## src/rtl/speedy_arbiter.sv

```systemverilog
// speedy_arbiter: two-requester front end for a single shared Speedy core.
// Requests are granted one at a time. The granted plaintext and key are
// registered onto the core inputs. The core output is captured a fixed
// CORE_LAT cycles later and held until the result consumer accepts it.
// When both requesters are valid, a round-robin pointer gives priority
// to the requester that was not served last.
module speedy_arbiter #(
  parameter int W        = 192,
  parameter int CORE_LAT = 2
) (
  input  logic         clk,
  input  logic         rst,

  input  logic         req0_valid,
  output logic         req0_ready,
  input  logic [W-1:0] req0_data,
  input  logic [W-1:0] req0_key,

  input  logic         req1_valid,
  output logic         req1_ready,
  input  logic [W-1:0] req1_data,
  input  logic [W-1:0] req1_key,

  output logic [W-1:0] core_f_in,
  output logic [W-1:0] core_K,
  input  logic [W-1:0] core_f_out,

  output logic         res_valid,
  input  logic         res_ready,
  output logic [W-1:0] res_data,
  output logic         res_id,

  output logic         busy
);

  typedef enum logic [1:0] {
    IDLE = 2'd0,
    RUN  = 2'd1,
    HOLD = 2'd2
  } state_t;

  // The counter is 4 bits wide because CORE_LAT never exceeds 15.
  localparam logic [3:0] LAT_LOAD = 4'(CORE_LAT);

  state_t       state_reg;
  state_t       state_next;
  logic         rr_reg;
  logic [3:0]   cnt_reg;

  logic         grant;
  logic         accept;
  logic         run_done;
  logic         hold_exit;
  logic [W-1:0] grant_data;
  logic [W-1:0] grant_key;

  // Grant selection: a lone valid requester wins; a tie goes to rr_reg.
  always_comb begin
    grant = 1'b0;
    if (req0_valid && req1_valid) begin
      grant = rr_reg;
    end else if (req1_valid) begin
      grant = 1'b1;
    end
  end

  // Readys are only offered in IDLE, and never while reset is held.
  always_comb begin
    req0_ready = 1'b0;
    req1_ready = 1'b0;
    if (rst && (state_reg == IDLE)) begin
      req0_ready = req0_valid && !grant;
      req1_ready = req1_valid &&  grant;
    end
  end

  // Operand mux for the granted requester.
  always_comb begin
    grant_data = req0_data;
    grant_key  = req0_key;
    if (grant) begin
      grant_data = req1_data;
      grant_key  = req1_key;
    end
  end

  // A ready is asserted only when its valid is high, so either ready is a transfer.
  assign accept    = req0_ready || req1_ready;
  // A count of 1 marks the edge on which the core output becomes valid.
  // A count of 0 can only appear if CORE_LAT is misconfigured, so it is
  // also treated as done rather than left to wrap around.
  assign run_done  = (state_reg == RUN) && (cnt_reg <= 4'd1);
  assign hold_exit = (state_reg == HOLD) && res_ready;

  assign res_valid = (state_reg == HOLD);
  assign busy      = (state_reg != IDLE);

  // Next-state logic for IDLE -> RUN -> HOLD -> IDLE.
  always_comb begin
    state_next = state_reg;
    case (state_reg)
      IDLE: begin
        if (accept) begin
          state_next = RUN;
        end
      end
      RUN: begin
        if (run_done) begin
          state_next = HOLD;
        end
      end
      HOLD: begin
        if (res_ready) begin
          state_next = IDLE;
        end
      end
      default: begin
        state_next = IDLE;
      end
    endcase
  end

  // State register and latency counter.
  always_ff @(posedge clk) begin
    if (!rst) begin
      state_reg <= IDLE;
      cnt_reg   <= 4'd0;
    end else begin
      state_reg <= state_next;
      if (accept) begin
        cnt_reg <= LAT_LOAD;
      end else if (state_reg == RUN) begin
        cnt_reg <= cnt_reg - 4'd1;
      end
    end
  end

  // The core operands and the owner id load on acceptance. They hold until the next acceptance.
  always_ff @(posedge clk) begin
    if (!rst) begin
      core_f_in <= '0;
      core_K    <= '0;
      res_id    <= 1'b0;
    end else if (accept) begin
      core_f_in <= grant_data;
      core_K    <= grant_key;
      res_id    <= grant;
    end
  end

  // Capture the core output on the last RUN edge. The value stays stable through HOLD.
  always_ff @(posedge clk) begin
    if (!rst) begin
      res_data <= '0;
    end else if (run_done) begin
      res_data <= core_f_out;
    end
  end

  // When a result is consumed, the requester just served drops to lowest priority.
  always_ff @(posedge clk) begin
    if (!rst) begin
      rr_reg <= 1'b0;
    end else if (hold_exit) begin
      rr_reg <= ~res_id;
    end
  end

  // Structural invariants of the handshake.
  a_ready_exclusive : assert property (@(posedge clk) !(req0_ready && req1_ready));

  a_no_ready_busy : assert property (@(posedge clk)
    (state_reg != IDLE) |-> !(req0_ready || req1_ready));

  a_core_operands_hold : assert property (@(posedge clk) disable iff (!rst)
    !accept |=> ($stable(core_f_in) && $stable(core_K)));

  a_result_hold : assert property (@(posedge clk) disable iff (!rst)
    ((state_reg == HOLD) && !res_ready) |=>
      ((state_reg == HOLD) && $stable(res_data) && $stable(res_id)));

endmodule

```

## config.mk

```make
export PLATFORM = sky130hd
export DESIGN_NAME = speedy_arbiter
export DESIGN_NICKNAME = d
export VERILOG_FILES = /design/src/rtl/speedy_arbiter.sv
export SDC_FILE = /design/constraint.sdc
export NUM_CORES = 1
export LEC_CHECK = 0
export ABC_AREA = 1
export BUFFER_PORTS_ARGS = -buffer_cell sky130_fd_sc_hd__buf_2
export CAP_MARGIN = 20
export CORE_AREA = 8 8 590 592
export CTS_CLUSTER_DIAMETER = 150
export DETAILED_ROUTE_END_ITERATION = 10
export DIE_AREA = 0 0 598 600
export GPL_TIMING_DRIVEN = 1
export PLACE_DENSITY_LB_ADDON = 0.12
export SLEW_MARGIN = 10
export SYNTH_ARGS = -nofsm -noshare
export SYNTH_HDL_FRONTEND = slang
export SYNTH_SLANG_ARGS = --single-unit
```

## constraint.sdc

```tcl
create_clock -name clk -period 3.7 [get_ports clk]
set_input_delay 0.185 -clock clk [delete_from_list [all_inputs] [get_ports clk]]
set_output_delay 0.185 -clock clk [all_outputs]
set_load 0.02 [all_outputs]
```

==> reports/qor.yml <==
status: "completed"
syn_area_per_cell_um2: 6.20
io_buffers: 1545
final_layout_size_suffix_gt1_share_pct: 25.5
regToRegStartpoint: "rr_reg"
cp_slowest_cell: "buf_4"
worstMarginPinSlew_ns: 1.08
max_freq_mhz: 292
cts_buffers: 94
die_area_um2: 359000
crit_type: "reg -> reg"
hold_end: "core_K[90]"
die_x_um: 598
ios: 1546
slew_headroom_pct: 28.0
fin_setup_tns_ns: 0
max_stage_delay_ns: 0.66
syn_to_final_growth_pct: 89.7
drc: 0
ir_worst_vdd_mv: 0.299
required_ns: 4.45
fin_total_pwr_mw: 23.7
startpoint_type: "flip-flop"
die_y_um: 600
core_um2: 338000
skew_ns: 0.0728
p_leak_nw: 27.2
timing_hold_violations_final: 0
synth-seq-cells: 584
hpwl_mm: 217
ys_warn_count: 0
grt.overflow.total: 0
yosysSeqAreaShare_pct: 40.2
period_needed_ns: 3.43
wirelength_mm: 272
synth.top_cell.area_share_pct: 40.2
synthArstFlopShare_pct: 0
synth_area_leaders: "dfxtp_1 40%, nand2_1 18%, nand3_1 13%"
vias_per_cell: 3.48
syn_area_um2: 29100
rsz0062_at_grt: "no"
grt.total_usage_pct: 14.4
rrSetupSlack_ns: 0.27
grt_pass1_vias: 41000
vias: 40600
drt-pass1-iter-count: 5
finalSetupViolations: 0
detail-route-antenna-nets: 0
wl_per_cell_um: 23.3
grt_max_degree: 161
fin_nets: 7990
end_kind: "flip-flop"
crit_chain: "inv_1 -> nand2_8 -> buf_12 -> buf_4 -> nand3_1 -> nand2_1 -> dlygate4sd3_1 -> nor2_1 -> nor2_1 -> dlygate4sd3_1"
slew_violations: 0
antenna_found_initial: 152
htree_levels: 3
synth_largest_area_cell: "dfxtp_1"
clock_sinks: 584
yosysMostFrequentCell: "nand2_1"
synth_ff_type: "dfxtp_1"
holdPathStages: 5
start_util_pct: 8.59
clk_path_buf_depth: 4
clk_pin_slew_worst_paths_ns: 0.07
drt_iter0_markers: 2447
min_from: "req1_key[90]"
top_regs: "core_K (192), core_f_in (192), res_data (192)"
maxCapViolations: 0
hp-class: "in -> reg"
synthCells: 4690
cp_data_arrival_time_ns: 4.18
path_max_fanout: 67
place.gp.congestion: 0.860
synth_edf_count: 0
grt_pass1_wl_mm: 361
reg2reg_depth: 10
synth_fp_nets: 5657
synth_cell_types: 20
clockRootBuffer: "clkbuf_16"
postCtsSetupBuffers: 0
clock_latency_ns: 0.80
num_rows: 214
synth_common_cells: "1,357 x nand2_1, 778 x nor2_1, 771 x nand3_1, 584 x dfxtp_1, 394 x inv_1"
power_density_nw_per_um2: 431
cts_tree: "yes"
period_share_pct: 92.7
r2r_end: "core_f_in[75]"
-- per-stage QoR --
stage | area (um^2) | setup WS, ns | std cells | utilization [%] | hold WS, ns
2_1_floorplan | 29100 | 2.11 | 4690 | - | 0.349
6_report | 55100 | 0.270 | 11700 | 16.3 | 0.0303
5_1_grt | 55100 | 0.00267 | 11700 | 16.3 | 0.0274
4_1_cts | 55000 | 0.0551 | 11600 | 16.3 | 0.00359
3_3_place_gp | 41900 | 0.830 | 10500 | 12.4 | 0.448
3_5_place_dp | 41900 | 0.804 | 10500 | 12.4 | 0.449
-- placed cells by master, fill, tap and decap left out, types with 2 or more instances in the layout --
cell type / n
buf_8: 2
clkbuf_16: 94
nand3_1: 770
dfxtp_1: 584
nand2_1: 1356
diode_2: 43
nand2_8: 2
inv_6: 4
buf_2: 1543
nand4_1: 193
clkinv_4: 2
clkbuf_1: 15
a21oi_1: 195
clkinv_16: 2
buf_4: 74
bufinv_16: 6
xor2_1: 3
dlygate4sd3_1: 996
clkinvlp_4: 3
nor2_1: 777
buf_12: 24
inv_1: 394
clkbuf_8: 22
nor2_4: 3
clkinv_2: 21
o21ai_0: 2
ha_1: 2
-- metal layers --
metal,routed length [um],vias up,global-route usage [%]
met5,458,-,0
met1,103000,19000,15.8
met4,9530,78,4.29
li1,-,19500,-
met2,136000,1552,26.1
met3,22800,398,4.80
-- worst max-delay path, delay by kind of cell (launching register included) --
kind	cells	cell delay (ns)
buffers and inverters	5	2.19
AND/OR/NAND/NOR	5	0.83
flip-flops	1	0.31
-- kinds of logic after synthesis --
kind of cell / synth area share [%]
AOI/OAI and AO/OA: 3.42
xor gates and xnor gates: 0.0904
adders and majority gates: 0.0861
buffers and inverters: 11.0
DFF: 40.2
and+or+nand+nor: 45.2
-- how the worst max path moves through the flow --
stage | from | endpoint | slack [ns] | cells after the start
after floorplan | cnt_reg[0] | res_data[112] | 2.11 | 9
after global placement | rst | core_K[115] | 0.83 | 5
after detailed placement | rst | core_K[115] | 0.80 | 5
after CTS | rr_reg | core_f_in[58] | 0.06 | 11
after global routing | rr_reg | core_f_in[91] | 0.003 | 10
final | rr_reg | core_f_in[75] | 0.27 | 10
-- report_power, final --
part / leakage, nW / internal (mW) / switching [mW] / total (mW)
registers: 4.80 / 6.91 / 0.389 / 7.30
clock network: 1.56 / 5.55 / 3.83 / 9.38
logic: 20.8 / 2.67 / 4.37 / 7.05
-- final cells by class --
cell class / count / area (um^2)
Multi-Input combinational cell: 3308 / 14200
Tap cell: 4536 / 5680
Antenna cell: 43 / 108
Timing Repair Buffer: 2639 / 18800
Clock buffer: 131 / 2710
Fill cell: 39500 / 283000
Clock inverter: 39 / 448
Inverter: 396 / 1490
Sequential cell: 584 / 11700
-- what timing repair did --
action                                 in CTS  in global routing
endpoints found under the hold margin     580                  0
hold buffers                              996                  0
setup endpoints to repair                   0                 39
gates resized for setup                     0                  0
Note: power is estimated with default switching activity, not from simulation.
